--- src/rtl/store_narrower.sv ---
// Store-side narrowing unit: truncates a register value to byte/half/word and writes it
// little-endian to a byte-wide memory port, flagging values the narrowing cannot represent.
module store_narrower #(
  parameter int unsigned WIDTH      = 32,
  parameter int unsigned ADDR_WIDTH = 32
) (
  input  logic                  clk,
  input  logic                  rst,
  input  logic                  req_valid,
  output logic                  req_ready,
  input  logic [WIDTH-1:0]      req_data,
  input  logic [ADDR_WIDTH-1:0] req_addr,
  input  logic [1:0]            req_size,
  input  logic                  req_signed,
  output logic                  mem_we,
  output logic [ADDR_WIDTH-1:0] mem_addr,
  output logic [7:0]            mem_wdata,
  input  logic                  mem_ack,
  output logic                  done,
  output logic                  ovf,
  output logic                  err
);

  localparam logic [1:0] StIdle  = 2'd0;
  localparam logic [1:0] StWrite = 2'd1;
  localparam logic [1:0] StDone  = 2'd2;

  logic [1:0]            state_q, state_d;
  logic [31:0]           data_q, data_d;
  logic [ADDR_WIDTH-1:0] addr_q, addr_d;
  logic [1:0]            k_q, k_d;
  logic [1:0]            last_q, last_d;
  logic                  ovf_q, ovf_d;
  logic                  err_q, err_d;

  logic                  acc_err, acc_ovf;
  logic [1:0]            acc_last;
  logic [WIDTH-1:0]      sext8, sext16, sext32, zext8, zext16, zext32;

  // Re-extended views of the source; a mismatch means the narrowed value loses information.
  assign sext8  = WIDTH'($signed(req_data[7:0]));
  assign sext16 = WIDTH'($signed(req_data[15:0]));
  assign sext32 = WIDTH'($signed(req_data[31:0]));
  assign zext8  = WIDTH'(req_data[7:0]);
  assign zext16 = WIDTH'(req_data[15:0]);
  assign zext32 = WIDTH'(req_data[31:0]);

  always_comb begin
    acc_err  = 1'b0;
    acc_ovf  = 1'b0;
    acc_last = 2'd0;
    case (req_size)
      2'b00: begin
        acc_last = 2'd0;
        acc_ovf  = req_signed ? (req_data != sext8) : (req_data != zext8);
      end
      2'b01: begin
        acc_last = 2'd1;
        acc_err  = req_addr[0];
        acc_ovf  = req_signed ? (req_data != sext16) : (req_data != zext16);
      end
      2'b10: begin
        acc_last = 2'd3;
        acc_err  = |req_addr[1:0];
        acc_ovf  = req_signed ? (req_data != sext32) : (req_data != zext32);
      end
      default: acc_err = 1'b1;
    endcase
    if (acc_err) acc_ovf = 1'b0;
  end

  always_comb begin
    state_d = state_q;
    data_d  = data_q;
    addr_d  = addr_q;
    k_d     = k_q;
    last_d  = last_q;
    ovf_d   = ovf_q;
    err_d   = err_q;
    case (state_q)
      StIdle: begin
        if (req_valid) begin
          data_d  = req_data[31:0];
          addr_d  = req_addr;
          k_d     = 2'd0;
          last_d  = acc_last;
          ovf_d   = acc_ovf;
          err_d   = acc_err;
          state_d = acc_err ? StDone : StWrite;
        end
      end
      StWrite: begin
        if (mem_ack) begin
          if (k_q == last_q) begin
            k_d     = 2'd0;
            state_d = StDone;
          end else begin
            k_d = k_q + 2'd1;
          end
        end
      end
      StDone:  state_d = StIdle;
      default: state_d = StIdle;
    endcase
  end

  always_ff @(posedge clk) begin
    if (rst) begin
      state_q <= StIdle;
      data_q  <= '0;
      addr_q  <= '0;
      k_q     <= 2'd0;
      last_q  <= 2'd0;
      ovf_q   <= 1'b0;
      err_q   <= 1'b0;
    end else begin
      state_q <= state_d;
      data_q  <= data_d;
      addr_q  <= addr_d;
      k_q     <= k_d;
      last_q  <= last_d;
      ovf_q   <= ovf_d;
      err_q   <= err_d;
    end
  end

  assign req_ready = (state_q == StIdle);
  assign mem_we    = (state_q == StWrite);
  assign mem_addr  = addr_q + ADDR_WIDTH'(k_q);
  assign mem_wdata = data_q[{k_q, 3'b000} +: 8];
  assign done      = (state_q == StDone);
  assign ovf       = done & ovf_q;
  assign err       = done & err_q;

endmodule

--- config.mk ---
export PLATFORM = sky130hd
export DESIGN_NAME = store_narrower
export DESIGN_NICKNAME = d
export VERILOG_FILES = /design/src/rtl/store_narrower.sv
export SDC_FILE = /design/constraint.sdc
export NUM_CORES = 1
export LEC_CHECK = 0
export ABC_CLOCK_PERIOD_IN_PS = 2029
export CAP_MARGIN = 0
export CORE_ASPECT_RATIO = 0.8
export CORE_MARGIN = 8
export CORE_UTILIZATION = 38
export DETAILED_ROUTE_END_ITERATION = 10
export PLACE_DENSITY = 0.82
export SYNTH_ARGS = -nofsm -noshare
export SYNTH_HDL_FRONTEND = slang
export SYNTH_SLANG_ARGS = --single-unit
--- constraint.sdc ---
create_clock -name clk -period 2.03 [get_ports clk]
set_input_delay 0.406 -clock clk [delete_from_list [all_inputs] [get_ports clk]]
set_output_delay 0.406 -clock clk [all_outputs]
set_load 0.02 [all_outputs]
==> summary.txt <==
Status
  – Outcome: finished, violations left
  – Failing checks: negative setup slack

Critical path
  – Worst EP arrival: 2050 ps
  – CP required: 1620 ps
  – WS Path Type: flip-flop to primary output
  – CP Capture Type: primary output
  – Worst Path Max Fanout: 4
  – Startpoint types: flip-flop
  – Register-to-Register Path Depth: 7
  – Worst R2R Setup Slack: 240 ps

STA
  – RSZ-0062 raised after global routing: yes
  – Max frequency: 408 MHz
  – Crit path time final: 2450 ps
  – Post-route clock period utilization: 121%
  – Hold Vio Cnt, Final: 0
  – Max-slew violation count: 0
  – Worst setup margin: -423 ps
  – Skew final: 6.39 ps
  – Endpoints failing setup: 30
  – Worst-Margin Slew: 617 ps
  – Relative slew slack: 57.7%

Synth
  – Yosys reg bits: 72
  – Post-synthesis sequential area ratio: 40.2%
  – Syn avg cell area: 8.01 um2
  – Async SR Flop Fraction: 0%
  – Synth area leaders: dfxtp_1 40%, nand2_1 15%, a21oi_1 9.6%
  – Post-Synthesis Cell Area: 3590 um2
  – Top cell type's share of synthesized area: 40.2%
  – Top_reg_cell synth: dfxtp_1
  – YS warnings: 0
  – Yosys top cell by area: dfxtp_1
  – Syn_nets: 526
  – Library cells used by synthesis: 44
  – Post-Synthesis Cells: 448
  – Number of synthesized flops with an enable pin: 0

Global routing
  – Largest net degree at the start of global routing: 58
  – Global-route wire length before repair: 19200 um
  – Total track usage: 18.3%
  – GR Overflow Total: 0
  – Number of global-route vias before repair: 3955
  – Number of antenna violations at the first check in global routing: 0

Final layout
  – Post-Layout Cell Count: 727
  – Layout Utilization: 64.6%
  – Area of the multi-input gates: 2390 um2
  – Number of diodes: 0
  – Synth-to-layout area growth: 64.1%
  – Filler instances: 728
  – Nets: 685
  – Layout cells sized above 1: 29.1%
  – Reg area: 1450 um2

Clock network
  – Clock buffer depth: 2
  – CTS tree: built
  – Cts bufs inserted: 9
  – Root Buffer Master: clkbuf_16
  – Clock latency at the later pin of the worst-skew pair: 330 ps
  – CTS Hold Bufs: 0
  – H-Tree Depth: 3
  – Worst-path clk slew: 60 ps
  – # clock sinks: 72

Placement
  – DPL Wire Length: 8690 um
  – Port Buf Inserts: 115
  – Post-place setup slack: -630 ps
  – Placed insts: 702
  – Gp weighted congestion: 0.923

Pwr
  – Power Internal: 3.03 mW
  – PwrDens: 726 nW/um2
  – Sequential Power Share: 38.1%
  – Maximum VDD drop: 389 uV
  – Sw Ratio: 29.0%
  – Clock power frac: 36.8%
  – Logic pwr share: 25.1%
  – Net switching power: 1.24 mW
  – P_leak: 2.54 nW

Floorplan
  – Top Ports: 116
  – Core Box Area: 9110 um2
  – Num rows: 31
  – Die width: 125 um
  – Die ar.: 12800 um2
  – Starting Density: 39.4%
  – Die H: 103 um

Hold path
  – Worst Hold Class: flip-flop to flip-flop
  – Hold path cells: 2

Routing
  – Final WL: 12300 um
  – Pre-Repair DR Iteration Count: 4
  – Drt initial violations: 220
  – Via Count: 3778
  – Remaining antenna violation count after routing: 0
  – # DRC: 0
  – DR WL/cell: 16.9 um
  – Via density: 5.20

Flow run
  – Number of max-cap violations: 0
==> stage by stage <==
step	power, mW	setup TNS (ps)	instance area, um2	hold WS [ps]
3_3_place_gp	2.71	-12830	5390	439
2_1_floorplan	2.20	-218	3790	433
6_report	4.28	-9530	5890	454
3_5_place_dp	2.74	-14450	5390	446
5_1_grt	4.48	-11470	5890	468
4_1_cts	4.27	-8190	5710	454
==> cell usage after synthesis (2+ instances only) <==
cell      instances
and2_1            4
nor3_1            5
xor2_1            7
nand3_1          10
dfxtp_1          72
nand2_2           2
nor4_1            6
buf_2            10
ha_1              6
xnor2_1          26
and4_1            2
inv_1             2
and3_1            3
nand2b_1          2
nor2b_1           3
nand4_2           2
o22ai_1           2
clkbuf_1         14
nor2_1           10
and3_2            2
a21oi_1          69
nand4_1          16
nand2_1         145
mux4_2            8
==> what timing repair did <==
action / CTS / global route
buffers inserted: 4 / 4
gates resized for setup: 211 / 21
endpoints found under the setup margin: 43 / 31
gates cloned: 0 / 1
pin swaps: 18 / 14
==> worst max-delay path, cell delays in order, from the launching register on <==
cell and delay (ps):
dfxtp_4 370, ha_4 140, fa_2 230, nand2_4 70, nor3_4 210, and2_4 250
nand4_1 140, xnor2_2 160, buf_4 150
==> placed cells by master (no fill, tap or decap), drive strengths merged, types with 2 or more instances in the layout <==
| master | count |
|---|---|
| nand2 | 147 |
| buf | 98 |
| dfxtp | 72 |
| clkdlybuf4s50 | 71 |
| a21oi | 69 |
| xnor2 | 26 |
| nand4 | 18 |
| clkbuf | 12 |
| nor2 | 11 |
| nand3 | 11 |
| mux4 | 8 |
| nor4 | 7 |
| xor2 | 7 |
| nor3 | 6 |
| ha | 6 |
| and3 | 5 |
| and2 | 5 |
| dlygate4sd2 | 4 |
| nor2b | 3 |
| clkinv | 3 |
| inv | 2 |
| and4 | 2 |
| o22ai | 2 |
| nand2b | 2 |
| nor4b | 2 |
==> final timing paths <==
kind,start,to
setup / recovery,k_q[0],mem_addr[20]
hold / removal,data_q[8],data_q[8]
setup reg to reg,k_q[1],k_q[1]
hold reg to reg,data_q[8],data_q[8]
==> cells by family (layout without fill, tap and decap cells) <==
group | count (synthesis) | in the layout | synth area share, %
simple gates | 223 | 223 | 29.4
mux | 9 | 9 | 5.30
compound gates | 76 | 76 | 11.0
xor+xnor | 33 | 33 | 8.06
flops | 72 | 72 | 40.2
buf+inv | 28 | 192 | 3.38
fa+ha+maj | 7 | 7 | 2.65
==> power by group through the flow <==
stage	clock network (mW)	logic (mW)	registers [mW]
floorplan	0	0.538	1.66
global placement	0	1.06	1.64
detailed placement	0	1.08	1.65
CTS	1.59	1.06	1.63
global route	1.67	1.16	1.64
finish	1.57	1.08	1.63
==> area by class of cell <==
| class | count | share of cell area [%] |
|---|---|---|
| Clock buffer | 11 | 4.12 |
| Clock inverter | 5 | 0.956 |
| Inverter | 2 | 0.128 |
| Multi-Input combinational cell | 348 | 40.6 |
| Sequential cell | 72 | 24.7 |
| Tap cell | 115 | 2.44 |
| Timing Repair Buffer | 174 | 27.1 |
==> metal layers <==
metal | share of wire (%) | routed length [um] | track usage, %
met1 | 44 | 5370 | 22.4
met2 | 48 | 5940 | 30.7
met3 | 5.8 | 719 | 3.96
met4 | 2.2 | 265 | 8.31
met5 | 0 | 0 | 0
==> flip-flops by register name (all words and copies together), names as in the netlist <==
signal / count
state_q: 2
ovf_q: 1
addr_q: 32
last_q: 2
k_q: 2
err_q: 1
data_q: 32
Power figures use the tool's default switching activity.
